$ cat config.mk
export PLATFORM = sky130hd
export DESIGN_NAME = nano_uart_monitor
export DESIGN_NICKNAME = d
export VERILOG_FILES = /design/src/rtl/nano_uart_monitor_pkg.sv /design/src/rtl/nano_uart_monitor_uart_tx_byte.sv /design/src/rtl/nano_uart_monitor.sv
export SDC_FILE = /design/constraint.sdc
export NUM_CORES = 1
export LEC_CHECK = 0
export ABC_CLOCK_PERIOD_IN_PS = 2790
export BUFFER_PORTS_ARGS = -buffer_cell sky130_fd_sc_hd__buf_4
export CAP_MARGIN = 20
export CORE_MARGIN = 2
export CORE_UTILIZATION = 25
export DETAILED_ROUTE_END_ITERATION = 7
export PLACE_DENSITY = 0.49
export SYNTH_ARGS = -nofsm -noshare
export SYNTH_HDL_FRONTEND = slang
export SYNTH_SLANG_ARGS = --single-unit
$ cat constraint.sdc
create_clock -name CLK -period 2.79 [get_ports CLK]
set_input_delay 0 -clock CLK [delete_from_list [all_inputs] [get_ports CLK]]
set_output_delay 0 -clock CLK [all_outputs]
set_load 0.05 [all_outputs]
$ cat src/rtl/nano_uart_monitor_pkg.sv
// rtl/nano_uart_monitor_pkg.sv - shared encodings, defaults and checksum for the UART debug monitor
package nano_uart_monitor_pkg;

   typedef enum logic [1:0] {
      ST_IDLE  = 2'd0,
      ST_START = 2'd1,
      ST_DATA  = 2'd2,
      ST_STOP  = 2'd3
   } tx_state_t;

   localparam logic [7:0] MON_HEADER           = 8'hA5;
   localparam int         MON_FRAME_BYTES      = 8;
   // 163 clocks per bit at 1.5625 MHz gives 9586 baud, within 0.15% of 9600
   localparam int         DEFAULT_CLKS_PER_BIT = 163;
   localparam int         DEFAULT_AUTO_PERIOD  = 156250;

   function automatic logic [7:0] frame_chk(input logic [7:0]  state_b,
                                            input logic [7:0]  flags_b,
                                            input logic [31:0] r_w);
      return state_b ^ flags_b ^ r_w[7:0] ^ r_w[15:8] ^ r_w[23:16] ^ r_w[31:24];
   endfunction

endpackage

$ cat src/rtl/nano_uart_monitor_uart_tx_byte.sv
// rtl/nano_uart_monitor_uart_tx_byte.sv - 8N1 byte transmitter; a load at stop-bit end chains the next byte with no gap
module uart_tx_byte
   import nano_uart_monitor_pkg::*;
#(
   parameter int CLKS_PER_BIT = DEFAULT_CLKS_PER_BIT
) (
   input  logic       CLK,
   input  logic       RST,
   input  logic       load,
   input  logic [7:0] data,
   output logic       tx,
   output logic       done
);

   localparam int            CW       = (CLKS_PER_BIT > 1) ? $clog2(CLKS_PER_BIT) : 1;
   localparam logic [CW-1:0] CNT_LAST = CW'(CLKS_PER_BIT - 1);

   tx_state_t     state;
   tx_state_t     state_next;
   logic [CW-1:0] cnt;
   logic [2:0]    bit_idx;
   logic [7:0]    shreg;
   logic          bit_end;
   logic          take;

   assign bit_end = (cnt == CNT_LAST);
   assign take    = load && ((state == ST_IDLE) || ((state == ST_STOP) && bit_end));

   always_ff @(posedge CLK) begin
      if (RST) begin
         state <= ST_IDLE;
      end else begin
         state <= state_next;
      end
   end

   always_comb begin
      state_next = state;
      case (state)
         ST_IDLE:  if (load) state_next = ST_START;
         ST_START: if (bit_end) state_next = ST_DATA;
         ST_DATA:  if (bit_end && (bit_idx == 3'd7)) state_next = ST_STOP;
         ST_STOP:  if (bit_end) state_next = load ? ST_START : ST_IDLE;
         default:  state_next = ST_IDLE;
      endcase
   end

   always_comb begin
      tx   = 1'b1;
      done = 1'b0;
      case (state)
         ST_START: tx = 1'b0;
         ST_DATA:  tx = shreg[0];
         ST_STOP:  done = bit_end;
         default:  tx = 1'b1;
      endcase
   end

   always_ff @(posedge CLK) begin
      if (RST) begin
         cnt     <= '0;
         bit_idx <= '0;
         shreg   <= '0;
      end else if (take) begin
         cnt     <= '0;
         bit_idx <= '0;
         shreg   <= data;
      end else if (state == ST_IDLE) begin
         cnt <= '0;
      end else if (bit_end) begin
         cnt <= '0;
         if (state == ST_DATA) begin
            shreg   <= shreg >> 1;
            bit_idx <= bit_idx + 3'd1;
         end
      end else begin
         cnt <= cnt + CW'(1);
      end
   end

endmodule

$ cat src/rtl/nano_uart_monitor.sv
// rtl/nano_uart_monitor.sv - snapshots CPU debug taps and streams them as an 8-byte UART frame
module nano_uart_monitor
   import nano_uart_monitor_pkg::*;
#(
   parameter int         CLKS_PER_BIT = DEFAULT_CLKS_PER_BIT,
   parameter int         AUTO_PERIOD  = DEFAULT_AUTO_PERIOD,
   parameter logic [7:0] HEADER       = MON_HEADER
) (
   input  logic        CLK,
   input  logic        RST,
   input  logic        TRIG,
   input  logic        AUTO,
   input  logic [7:0]  STATE,
   input  logic [7:0]  FLAGS,
   input  logic [31:0] R,
   output logic        TX,
   output logic        BUSY,
   output logic        DONE
);

   localparam int            AW        = (AUTO_PERIOD > 1) ? $clog2(AUTO_PERIOD) : 1;
   localparam logic [AW-1:0] AUTO_LAST = AW'(AUTO_PERIOD - 1);

   logic [47:0]   snap;
   logic [7:0]    chk;
   logic [2:0]    idx;
   logic [2:0]    next_idx;
   logic          load_pend;
   logic          busy_q;
   logic          done_q;
   logic [AW-1:0] auto_cnt;
   logic          active;
   logic          start;
   logic          last_byte;
   logic          byte_done;
   logic          tx_load;
   logic [7:0]    tx_data;

   // load_pend covers the cycle between the start edge and the first start bit
   assign active    = busy_q | load_pend;
   assign start     = !active && (TRIG || (AUTO && (auto_cnt == AUTO_LAST)));
   assign last_byte = (idx == 3'(MON_FRAME_BYTES - 1));
   assign next_idx  = load_pend ? 3'd0 : idx + 3'd1;
   assign tx_load   = load_pend | (byte_done & !last_byte);

   always_comb begin
      tx_data = chk;
      case (next_idx)
         3'd0:    tx_data = HEADER;
         3'd1:    tx_data = snap[47:40];
         3'd2:    tx_data = snap[39:32];
         3'd3:    tx_data = snap[7:0];
         3'd4:    tx_data = snap[15:8];
         3'd5:    tx_data = snap[23:16];
         3'd6:    tx_data = snap[31:24];
         default: tx_data = chk;
      endcase
   end

   always_ff @(posedge CLK) begin
      if (RST) begin
         snap      <= '0;
         chk       <= '0;
         idx       <= '0;
         load_pend <= 1'b0;
         busy_q    <= 1'b0;
         done_q    <= 1'b0;
         auto_cnt  <= '0;
      end else begin
         done_q    <= 1'b0;
         load_pend <= start;
         if (start) begin
            snap <= {STATE, FLAGS, R};
            chk  <= frame_chk(STATE, FLAGS, R);
            idx  <= '0;
         end
         if (load_pend) begin
            busy_q <= 1'b1;
         end else if (byte_done) begin
            if (last_byte) begin
               busy_q <= 1'b0;
               done_q <= 1'b1;
            end else begin
               idx <= idx + 3'd1;
            end
         end
         if (active || !AUTO || start) begin
            auto_cnt <= '0;
         end else begin
            auto_cnt <= auto_cnt + AW'(1);
         end
      end
   end

   uart_tx_byte #(
      .CLKS_PER_BIT(CLKS_PER_BIT)
   ) u_tx (
      .CLK  (CLK),
      .RST  (RST),
      .load (tx_load),
      .data (tx_data),
      .tx   (TX),
      .done (byte_done)
   );

   assign BUSY = busy_q;
   assign DONE = done_q;

endmodule
## After elaboration in Yosys (flattened, before gate mapping)

Cells that the tools add are included.

| operators by class | value |
|---|---|
| add/subtract/negate cells | 4 |
| equal/unequal tests | 18 |
| multiplexer cells | 22 |
| bitwise gates (word level) | 10 |
| reductions and logical operators | 26 |

Operators with widths:

| operator | number |
|---|---|
| 8-bit case mux with 7 select lines | 1 |
| 8-bit bitwise XOR | 5 |
| 8-bit 2-to-1 mux | 4 |
| 18-bit by 1-bit adder with 18-bit output, second input constant | 1 |
| 18-bit equality test, second input constant | 1 |
| 3-bit equality test, second input constant | 5 |
| 3-bit 2-to-1 mux | 5 |
| 2-bit by 1-bit != test with 1-bit output, second input constant | 5 |
| 8-bit by 1-bit adder with 8-bit output, second input constant | 1 |
| 8-bit equality test, second input constant | 1 |
| 2-bit 2-to-1 mux | 4 |
| 2-bit case mux with 4 select lines | 1 |
| 2-bit nonzero test | 4 |
| 3-bit by 1-bit adder with 3-bit output, second input constant | 2 |
| 3-bit by 2-bit equality test with 1-bit output, second input constant | 2 |
| 1-bit 2-to-1 mux | 6 |
| 3-bit AND reduction | 2 |
| 1-bit logical AND | 5 |
| 2-bit equality test, second input constant | 2 |
| 1-bit logical OR | 4 |
| 4-bit AND reduction | 1 |
| 2-bit OR reduction | 2 |
| 4-bit OR reduction | 1 |
| 3-bit by 1-bit equality test with 1-bit output, second input constant | 1 |
| 10 further kinds | 14 |

| word-level totals | value |
|---|---|
| register bits | 101 |
| bits of input ports | 52 |
| output and inout bits | 3 |
| logic and storage cells | 91 |

## Logic depth before layout (Yosys ltp)

Gate-level depths: netlist of run 1.

| logic depth | value |
|---|---|
| depth after elaboration | 8 |
| mapped depth | 9 |
| depth with buffers taken out | 7 |

## Hierarchy

From an unflattened synthesis of run 1, not the netlist that was laid out.

| unflattened totals | value |
|---|---|
| cell total of the unflattened synthesis | 608 |
| area, all modules | 5637.9 sq um |

Modules (own cells, without submodules):

| module | times used | cells an instance | area an instance (sq um) | sequential area each (sq um) |
|---|---|---|---|---|
| nano_uart_monitor | 1 | 483 | 4461.8 | 1601.5 |
| uart_tx_byte | 1 | 125 | 1176.1 | 420.4 |

## Least setup slack after synthesis of run 1

Ideal clock, no wire load.

| path | value |
|---|---|
| path type | register to register |
| from | register idx[0] |
| to | register u_tx.shreg[2] |
| library setup time | 0.134 ns |
| arrival | 1.857 ns |
| data required time | 2.656 ns |
| setup slack | 0.799 ns |
| cell stages (with the launch flop) | 9 |
| path buffers | 1 |
| clock period less this slack | 1.991 ns |
| path through | dfxtp_1 > ha_1 > ha_1 > clkbuf_2 > and4b_1 > a311o_1 > o32a_1 > nor2_1 > a211oi_1 |

| between the ends | value |
|---|---|
| longest elaborated chain between the ends | 7 |
| elaborated cells between the ends (all ways) | 20 |
| those cells by class | 1 x add/sub; 8 x eq/ne; 3 x mux; 2 x bitwise; 6 x reduce/logical |

Ends and longest elaborated chain:

| item | line | RTL |
|---|---|---|
| start: declaration | nano_uart_monitor.sv:26 | `logic [2:0] idx;` |
| start signal: assignment | nano_uart_monitor.sv:84 | `idx <= idx + 3'd1;` |
| parallel branches: the longest is 7 deep, another holds 3-bit by 1-bit adder with 3-bit output | -- |  |
| end signal: assignment | nano_uart_monitor_uart_tx_byte.sv:67 | `shreg <= data;` |
| end signal: assignment | nano_uart_monitor_uart_tx_byte.sv:73 | `shreg <= shreg >> 1;` |
| end: declaration | nano_uart_monitor_uart_tx_byte.sv:22 | `logic [7:0] shreg;` |

Several ways; the timed one is not identified.
A chain may end at the register's enable or synchronous reset.

## Worst setup path after layout of run 1

| path | value |
|---|---|
| from | register idx[0] |
| to | register u_tx.shreg[6] |

The elaborated chain is that of the path after synthesis.

==> summary.md, run 1 <==
| Metric | Value |
|---|---|
| Place WS | 0.523 ns |
| Lkg Pwr | about 2.4 nW |
| Setup TNS | 0 ns |
| Cell Int Power | 2.64 mW |
| Maximum achievable frequency | 433 MHz |
| Yosys top cell area share | 39.3% |
| Clock-pin slew on the worst setup and hold paths | roughly 0.070 ns |
| Starting Density | 25.5% |
| Initial DRC count | 218 |
| Setup violators final | 0 |
| Clock power share | 36.1% |
| Core Area | just over 20000 µm² |
| Die height | ~150 µm |
| Final HPWL DP | 10000 µm |
| Fraction of the yosys area taken by sequential cells | 39.3% |
| Fin area | 6600 µm² |
| ANT cells | 0 |
| Root buffer cell | clkbuf_16 |
| 1st-pass router iterations | 4 |
| Seq pwr share | 43.8% |
| Rel. slew slack | 40.2% |
| Post-synth top area cell | dfxtp_1 |
| # IOs | 55 |
| Startpoint Class | flop |
| Synth unique cells | 62 |
| Seq cells post-synth | 101 |
| Tcrit/Tclk final | between 80 and 90% |
| Syn nets | approximately 660 |
| First-pass GRT wire length | 23300 µm |
| Min Tclk post-route | 2.31 ns |
| GRT Overall Usage | roughly 13% |
| Row cnt | between 50 and 60 |
| Grt total ovfl | 0 |
| Number of buffers created by CTS | 9 |
| Sink Count | 101 |
| Clk_lat worst skew | 0.35 ns |
| Switching part of the total | 27.7% |
| Yosys warnings | 0 |
| Async set or reset register ratio after synthesis | 0% |
| Post-synthesis cell area | 5150 µm² |
| Placed Area | 5810 µm² |
| Mapped Cells | 592 |
| RSZ-0062 raised after global routing | false |
| Final ANT Viol Nets | 0 |
| Setup ws final | 0.479 ns |
| Initial antenna violation count | 0 |
| Via Count | around 4500 |
| Layout area overhead | 28.2% |
| Die W | approximately 150 µm |
| CP Class | reg -> reg |
| WL/cell | about 15 µm |
| Vias in the first global route | 4393 |
| H-Tree Depth | 3 |
| Mean Syn Cell Area | 8.70 µm² |
| Post-Route Skew | 0.00681 ns |
| Arr. time, crit path | 2.50 ns |
| Routed vias/inst | 4.77 |
| IO Port Bufs | 54 |
| Main area contributors after synthesis | dfxtp_1 39%, xnor2_1 8.7%, nand3_1 5.9% |
| Number of synthesized flops with an enable pin | 0 |
| Max-slew violation count | 0 |
| Core Util, Final | 32.6% |
| Critical path fanouts, max | 13 |
| Combinational share of power | 20.1% |
| CP required | about 3 ns |
| DRC errors left | 0 |
| GPL Wtd Cong | about 0.8 |
| Clk buf depth | 2 |
| Synth Flop Type | dfxtp_1 |
| Share of post-route cells with drive strength above 1 | 14.7% |
| Status | finished, final reports clean |
| Tightest Pin Transition | 0.897 ns |
| Crit. End Element | flop |
| Number of gates resized after CTS | 0 |
| Nets | 740 |
| Final-report hold violation count | 0 |
| Largest net degree at the start of global routing | 78 |
| PD cells | 554 nW/µm² |
| Max-cap violations | 0 |
| P_sw | 1.01 mW |
| Peak VDD IR | 0.000288 V |
| CTS tree | done |
| Hold Crit Class | in -> reg |
| Die ar. | 21800 µm² |
| Final wirelength | roughly 15000 µm |
[per-stage QoR]
step	instances	power, mW	hold slack [ns]
floorplan	592	2.09	0.148
global placement	886	2.33	0.284
detailed placement	886	2.32	0.284
CTS	950	3.70	0.220
global route	950	3.84	0.234
finish	950	3.66	0.219
[layer usage]
layer	wire [µm]	global-route usage, %	share of wire (%)	vias up
met2	6940	22.0	48	99
met4	334	5.53	2.3	0
met1	6780	17.6	47	2126
met5	0	0	0	-
li1	-	-	-	2288
met3	506	1.98	3.5	17
[sequential cells by signal, summed over array words and instances (netlist names)]
name and count:
BUSY 1, DONE 1, auto_cnt 18, chk 8, idx 3, load_pend 1, snap 48, u_tx.bit_idx 3
u_tx.cnt 8, u_tx.shreg 8, u_tx.state 2
[synth_stat cells (all sizes together) (2+ instances only)]
cell / instances
o31ai: 2
clkbuf: 25
mux2: 3
nor4b: 5
nand2: 16
xnor2: 51
nor3: 11
nor2: 45
a221oi: 6
o22ai: 4
a21oi: 60
nand2b: 2
nor4: 4
nand4: 2
o32a: 2
and4b: 2
a211oi: 15
and3: 5
ha: 13
mux2i: 18
o41ai: 2
and4bb: 2
nand3b: 2
o21ai: 54
inv: 14
nor2b: 3
buf: 18
nand4bb: 2
or2: 3
a2111oi: 5
a2bb2oi: 3
o211ai: 2
nand3: 61
dfxtp: 101
xor2: 12
or3: 3
[cell families (layout without fill, tap and decap cells)]
| logic type | Yosys count | after routing | share of synthesized area, % |
|---|---|---|---|
| simple gates | 172 | 172 | 17.5 |
| xor+xnor | 63 | 63 | 10.7 |
| flops | 101 | 101 | 39.3 |
| fa+ha+maj | 13 | 13 | 3.16 |
| buf+inv | 57 | 145 | 5.42 |
| compound gates | 165 | 165 | 19.8 |
| mux | 21 | 21 | 4.15 |
[final timing paths]
path | from | endpoint | slack, ns | cells past startpoint
hold reg to reg | auto_cnt[0]$_SDFF_PP0_ | auto_cnt[0]$_SDFF_PP0_ | 0.47 | 1
setup reg to reg | idx[0]$_SDFF_PP0_ | u_tx.shreg[6]$_SDFFE_PP0P_ | 0.48 | 8
hold / removal | RST | BUSY$_SDFFE_PP0P_ | 0.22 | 2
setup / recovery | idx[0]$_SDFF_PP0_ | u_tx.shreg[6]$_SDFFE_PP0P_ | 0.48 | 8
[what timing repair did]
action / CTS / global route
setup endpoints to repair: 0 / 0
hold endpoints to repair: 48 / 0
hold buffers: 48 / 0
setup buffers: 0 / 0
[cell type report]
class | count | area (µm²)
fillers | 2107 | 13600
multi-input cells | 434 | 2870
flip-flops and latches | 101 | 2020
repair buffers | 115 | 1010
well taps | 270 | 338
clock buffers | 13 | 270
inverters | 14 | 52.6
clock inverters | 3 | 42.5
[layout by cell type (no fill, tap or decap), drive strengths merged, types with 3 or more instances in the layout]
cell type	netlist	final
clkbuf	25	13
a221oi	6	6
dlygate4sd3	0	48
a21oi	60	60
nor4b	5	5
nand2	16	16
o21ai	54	54
xnor2	51	51
nor3	11	11
nor4	4	4
nor2	45	45
a2111oi	5	5
a211oi	15	15
dfxtp	101	101
mux2	3	3
mux2i	18	18
or2	3	3
a2bb2oi	3	3
and3	5	5
xor2	12	12
ha	13	13
or3	3	3
buf	18	67
o22ai	4	4
nand3	61	61
nor2b	3	3
inv	14	14
[critical path, cell delays in order, from the launching register on]
cell,delay [ns]
dfxtp_1,0.32
ha_1,0.20
ha_1,0.46
buf_4,0.25
and2_1,0.16
a2bb2oi_1,0.15
o22ai_1,0.08
a2111oi_0,0.43
a211oi_1,0.09
[power groups by stage]
stage | logic (mW) | registers [mW] | clock network, mW
floorplan | 0.480 | 1.62 | 0
global placement | 0.690 | 1.64 | 0
detailed placement | 0.687 | 1.63 | 0
CTS | 0.743 | 1.60 | 1.36
global route | 0.815 | 1.61 | 1.41
finish | 0.737 | 1.60 | 1.32
(Power assumes the default switching activity.)
==> run 2, diff against run 1 <==
--- a/config.mk
+++ b/config.mk
@@ -5,7 +5,7 @@
 export SDC_FILE = /design/constraint.sdc
 export NUM_CORES = 1
 export LEC_CHECK = 0
-export ABC_CLOCK_PERIOD_IN_PS = 2790
+export ABC_CLOCK_PERIOD_IN_PS = 2270
 export BUFFER_PORTS_ARGS = -buffer_cell sky130_fd_sc_hd__buf_4
 export CAP_MARGIN = 20
 export CORE_MARGIN = 2
==> constraint.sdc (replaced) <==
create_clock -name CLK -period 2.27 [get_ports CLK]
set_input_delay 0 -clock CLK [delete_from_list [all_inputs] [get_ports CLK]]
set_output_delay 0 -clock CLK [all_outputs]
set_load 0.05 [all_outputs]
==> run 2 against run 1 <==
Register-to-register slack lost 0.25 ns. Cell area rose by 1.3%. Die area stayed put. Critical path type unchanged. Largest cell class unchanged. Setup slack worse by 0.25 ns. Clock skew is 0.0023 ns higher. Clock-buffer cell count decreased by 4. Cell count grew 0.74%. Via count about the same. Global-route usage up 0.29 points. Sequential share of layout area down 0.38 points. Sequential power increased by 23%.
==> summary.md, run 2 (synthesis gave the netlist of run 1 again) <==
| Metric | Value |
|---|---|
| Row cnt | 52 |
| Setup TNS | 0 ns |
| Dpl cells | 893 |
| Commonest non-fill, non-tap cell in the layout | dfxtp_1 |
| ANT cells | 0 |
| Initial antenna violation count | 0 |
| Min Tclk post-route | between 2 and 2.5 ns |
| Arr. time, crit path | 2.28 ns |
| Cell family with the largest share of critical-path delay | adder cells |
| 1st-pass router iterations | 4 |
| Biggest register | snap |
| Grt total ovfl | 0 |
| Worst hold start | RST |
| Hold Crit Class | in -> reg |
| CTS tree | done |
| Initial DRC count | 210 |
| Tcrit/Tclk final | between 80% and 90% |
| Maximum achievable frequency | around 490 MHz |
| Lkg Pwr | roughly 2.4 nW |
| Core Area | 20200 µm² |
| GRT Overall Usage | 13.7% |
| Crit. End Element | flop |
| Max-slew violation count | 0 |
| Crit-path cells | ha_1 -> ha_2 -> buf_4 -> nor2b_1 -> a221oi_1 -> nor2_1 -> nor3_1 -> o31ai_1 |
| Final HPWL DP | 10100 µm |
| Place WS | between 0.15 and 0.2 ns |
| Sink Count | 101 |
| Peak VDD IR | 0.000354 V |
| Routed vias/inst | 4.73 |
| WP buf/inv | 1 |
| Reg2reg end | u_tx.shreg[7]$_SDFFE_PP0P_ |
| RSZ-0062 raised after global routing | false |
| Final ANT Viol Nets | 0 |
| Cell Count, Final, Fillers Out | 957 |
| FF-to-FF Start | idx[0]$_SDFF_PP0_ |
| Root buffer cell | clkbuf_16 |
| Post-CTS setup repair buffer count | 0 |
| WL/cell | ~15 µm |
| DRC errors left | 0 |
| PD cells | 682 nW/µm² |
| IO Port Bufs | 54 |
| Final wirelength | 14500 µm |
| Largest net degree at the start of global routing | 57 |
| Clk_lat worst skew | 0.35 ns |
| H-Tree Depth | 3 |
| Nets | around 750 |
| Worst R2R Setup Slack | 0.23 ns |
| Regs by FF count | snap x48, auto_cnt x18 |
| Worst path max stage delay | 0.41 ns |
| First-pass GRT wire length | 23900 µm |
| Die height | ~150 µm |
| Cell Int Power | ~3.3 mW |
| Clk buf depth | 2 |
| Hold Path End | BUSY$_SDFFE_PP0P_ |
| Die W | 148 µm |
| Setup ws final | 0.227 ns |
| Startpoint Class | flop |
| Max-cap violations | 0 |
| Switching part of the total | between 20 and 30% |
| CP required | 2.51 ns |
| Most frequent cells in the layout | 101 x dfxtp_1, 71 x buf_4, 61 x nand3_1 |
| Share of post-route cells with drive strength above 1 | roughly 16% |
| Combinational share of power | 20.0% |
| Post-Route Skew | 0.00915 ns |
| Final-report hold violation count | 0 |
| Status | finished, final reports clean |
| Die ar. | 21800 µm² |
| GPL Wtd Cong | 0.843 |
| Setup violators final | 0 |
| Layout area overhead | 29.8% |
| Crit path max-delay cell type | ha_2 |
| Max reg flops | 48 |
| Rel. slew slack | 57.7% |
| Seq pwr share | 43.3% |
| Via Count | about 4500 |
| Starting Density | 25.5% |
| Number of buffers created by CTS | 9 |
| Clock-pin slew on the worst setup and hold paths | 0.07 ns |
| Critical path fanouts, max | 12 |
| Reg2Reg Depth | 8 |
| Tightest Pin Transition | 0.629 ns |
| Vias in the first global route | 4560 |
| P_sw | 1.28 mW |
| Worst hold stages | 2 |
| Clock power share | 36.8% |
| CP Class | reg -> reg |
| # IOs | 55 |
run 2: changes by cell type in the layout (fill, tap and decap cells not counted), moves of 2 or more:
cell and change:
a2111oi_0 -2, clkinv_4 +2, buf_4 +6, clkbuf_8 -3, a2111oi_1 +2
run 2: per-layer routing:
layer	vias up	share of wire [%]	track usage, %
met5	-	0	0
met4	0	2.5	4.52
met3	17	2.9	3.27
met2	78	47	22.2
met1	2131	48	17.9
li1	2303	-	-
run 2: layout make-up:
class	count	area, µm²
well taps	270	338
inverters	14	52.6
multi-input cells	434	2880
fillers	2123	13500
clock inverters	7	98.8
repair buffers	122	1070
clock buffers	9	225
flip-flops and latches	101	2020
run 2: worst max path at each step:
stage,startpoint,end,cells after the start
after floorplan,idx[0]$_SDFF_PP0_,u_tx.shreg[2]$_SDFFE_PP0P_,8
after global placement,idx[0]$_SDFF_PP0_,u_tx.shreg[1]$_SDFFE_PP0P_,8
after detailed placement,idx[0]$_SDFF_PP0_,u_tx.shreg[4]$_SDFFE_PP0P_,8
after CTS,idx[0]$_SDFF_PP0_,u_tx.shreg[4]$_SDFFE_PP0P_,8
after global routing,idx[0]$_SDFF_PP0_,u_tx.shreg[0]$_SDFFE_PP0P_,7
final,idx[0]$_SDFF_PP0_,u_tx.shreg[7]$_SDFFE_PP0P_,8
run 2: per-stage QoR:
stage	area, µm²	hold slack [ns]	power, mW	util, %
6_report	6690	0.0387	4.56	33.1
5_1_grt	6690	0.0477	4.80	33.1
4_1_cts	6680	0.0368	4.62	33.0
3_5_place_dp	5880	0.286	2.87	29.0
2_1_floorplan	5150	0.148	2.57	-
3_3_place_gp	5880	0.282	2.86	29.0
run 2: power groups by stage:
stage / Clock (mW) / Combinational [mW] / Sequential, mW
2_1_floorplan: 0 / 0.590 / 1.99
3_3_place_gp: 0 / 0.849 / 2.01
3_5_place_dp: 0 / 0.852 / 2.01
4_1_cts: 1.73 / 0.920 / 1.97
5_1_grt: 1.81 / 1.00 / 1.99
6_report: 1.68 / 0.910 / 1.97
run 2: what timing repair did:
item | 4_1_cts | 5_1_grt
resized for setup | 0 | 4
hold buffers | 48 | 0
hold endpoints to repair | 48 | 0
setup endpoints to repair | 0 | 5
==> run 3, diff against run 2 <==
--- a/config.mk
+++ b/config.mk
@@ -5,13 +5,14 @@
 export SDC_FILE = /design/constraint.sdc
 export NUM_CORES = 1
 export LEC_CHECK = 0
-export ABC_CLOCK_PERIOD_IN_PS = 2270
+export ABC_CLOCK_PERIOD_IN_PS = 2420
 export BUFFER_PORTS_ARGS = -buffer_cell sky130_fd_sc_hd__buf_4
 export CAP_MARGIN = 20
 export CORE_MARGIN = 2
 export CORE_UTILIZATION = 25
 export DETAILED_ROUTE_END_ITERATION = 7
 export PLACE_DENSITY = 0.49
+export SLEW_MARGIN = 20
 export SYNTH_ARGS = -nofsm -noshare
 export SYNTH_HDL_FRONTEND = slang
 export SYNTH_SLANG_ARGS = --single-unit
==> constraint.sdc (replaced) <==
create_clock -name CLK -period 2.42 [get_ports CLK]
set_input_delay 0.121 -clock CLK [delete_from_list [all_inputs] [get_ports CLK]]
set_output_delay 0.121 -clock CLK [all_outputs]
set_load 0.05 [all_outputs]
==> run 3 against run 2 <==
Setup slack improved by 0.036 ns. Clock-buffer cell count rose by 1. Routed wire length fell by 3.4%. Clock skew rose by 0.0025 ns. Critical endpoint is now u_tx.shreg[6]$_SDFFE_PP0P_. Highest routed layer unchanged.
==> summary.md, run 3 (synthesis gave the netlist of run 1 again) <==
| Metric | Value |
|---|---|
| Cell Count, Final, Fillers Out | between 900 and 1000 |
| GRT Overall Usage | 13.3% |
| Core Util, Final | 30.3% |
| GPL Wtd Cong | 0.792 |
| Min Hold Slack | 0.0352 ns |
| 1st-pass router iterations | 4 |
| Reg2Reg Depth | 8 |
| Min Tclk post-route | 2.16 ns |
| RSZ-0062 raised after global routing | false |
| Met3 wire len | 452 µm |
| Setup TNS | 0 ns |
| Clk buf depth | 2 |
| Number of gates resized after CTS | 0 |
| CP required | 2.64 ns |
| Die height | 148 µm |
| Final-report hold violation count | 0 |
| CTS tree | done |
| Clock-pin slew on the worst setup and hold paths | roughly 0.070 ns |
| Post-CTS setup repair buffer count | 0 |
| WL/cell | 15.4 µm |
| Row cnt | 52 |
| Hold Path End | snap[38]$_SDFFE_PP0P_ |
| Commonest non-fill, non-tap cell in the layout | dfxtp_1 |
| Startpoint Class | flop |
| Most frequent cells in the layout | 101 x dfxtp_1, 73 x buf_4, 61 x nand3_1 |
| Final wirelength | 14000 µm |
| Layout area overhead | 19.1% |
| Placed Area | 5850 µm² |
| Peak VDD IR | 0.000300 V |
| Final HPWL DP | 10100 µm |
| Core Area | 20200 µm² |
| Maximum achievable frequency | approximately 460 MHz |
| FF-to-FF Start | idx[0]$_SDFF_PP0_ |
| Grt total ovfl | 0 |
| Clk_lat worst skew | 0.36 ns |
| Routed vias/inst | 4.75 |
| Tightest Pin Transition | 0.606 ns |
| Status | finished, final reports clean |
| Crit. End Element | flop |
| Die W | around 150 µm |
| Hold buffer count at cts | 0 |
| H-Tree Depth | 3 |
| Max reg flops | 48 |
| Filler Cells Inserted | around 2200 |
| Worst hold start | FLAGS[6] |
| Root buffer cell | clkbuf_16 |
| Rel. slew slack | approximately 59% |
| Largest net degree at the start of global routing | 57 |
| Die ar. | 21800 µm² |
| PD cells | ~660 nW/µm² |
| Max-slew violation count | 0 |
| WL met2 | 6900 µm |
| Regs by FF count | snap x48, auto_cnt x18 |
| Hold Crit Class | in -> reg |
| Reg2reg end | u_tx.shreg[6]$_SDFFE_PP0P_ |
| Worst R2R Setup Slack | 0.26 ns |
| Design Power | 4.03 mW |
| Setup ws final | approximately 0.26 ns |
| Vias in the first global route | 4313 |
| Place WS | 0.302 ns |
| Worst hold stages | 3 |
| Biggest register | snap |
| Nets | 699 |
| M1 WL | 6530 µm |
| Max layer used | met4 |
| DRC errors left | 0 |
| Lkg Pwr | 2.16 nW |
| Share of post-route cells with drive strength above 1 | 16.9% |
| Sink Count | 101 |
| Via Count | 4316 |
| First-pass GRT wire length | 23100 µm |
| Number of buffers created by CTS | 9 |
| Final ANT Viol Nets | 0 |
| Fin area | 6130 µm² |
| IO Port Bufs | 54 |
| Critical path fanouts, max | 18 |
| Tcrit/Tclk final | 89.1% |
| Post-Route Skew | 0.0116 ns |
| Starting Density | 25.5% |
| Setup violators final | 0 |
| ANT cells | 0 |
| Dpl cells | roughly 890 |
| Arr. time, crit path | 2.37 ns |
| CP Class | reg -> reg |
| Max-cap violations | 0 |
| Initial antenna violation count | 0 |
| Initial DRC count | 258 |
| # IOs | 55 |
[run 3: cell count changes in the layout (fill, tap and decap cells not counted), moves of 2 or more]
cell           previous run  this run
buf_12                    3         1
clkinv_4                  2         0
clkinvlp_4                1         3
a2111oi_1                 2         0
buf_4                    71        73
bufinv_16                 2         0
a2111oi_0                 3         5
dlygate4sd3_1            48         0
[run 3: cell type report]
cell class                      count  area, µm²  share of cell area [%]
Tap cell                          270        338                    5.51
Sequential cell                   101       2020                    33.0
Clock buffer                       10        239                    3.90
Inverter                           14       52.6                   0.857
Timing Repair Buffer               74        568                    9.26
Multi-Input combinational cell    434       2870                    46.8
Clock inverter                      6       45.0                   0.734
[run 3: critical path, cell delays in order (launching register included)]
cell       delay [ns]
dfxtp_1          0.32
ha_1             0.19
ha_1             0.33
buf_4            0.22
and2_1           0.18
a2bb2oi_1        0.16
o22ai_1          0.09
a2111oi_0        0.44
a211oi_1         0.09
[run 3: routing by layer]
metal | vias up | GRT usage [%]
li1 | 2212 | -
met1 | 2031 | 16.9
met2 | 64 | 22.8
met3 | 9 | 3.15
met4 | 0 | 3.32
met5 | - | 0
[run 3: power by group]
part	switching (mW)	internal [mW]	leakage, nW
registers	0.0788	1.77	0.825
logic	0.446	0.346	1.20
clock network	0.662	0.731	0.132
total	1.19	2.85	2.16
[run 3: how the worst max path moves through the flow]
stage | start | endpoint | slack (ns) | cells past startpoint
after global placement | idx[0]$_SDFF_PP0_ | u_tx.shreg[6]$_SDFFE_PP0P_ | 0.35 | 8
after floorplan | idx[0]$_SDFF_PP0_ | u_tx.shreg[2]$_SDFFE_PP0P_ | 0.43 | 8
after global routing | idx[0]$_SDFF_PP0_ | u_tx.shreg[1]$_SDFFE_PP0P_ | 0.13 | 8
after detailed placement | idx[0]$_SDFF_PP0_ | u_tx.shreg[6]$_SDFFE_PP0P_ | 0.30 | 8
final | idx[0]$_SDFF_PP0_ | u_tx.shreg[6]$_SDFFE_PP0P_ | 0.26 | 8
after CTS | idx[0]$_SDFF_PP0_ | u_tx.shreg[6]$_SDFFE_PP0P_ | 0.28 | 8
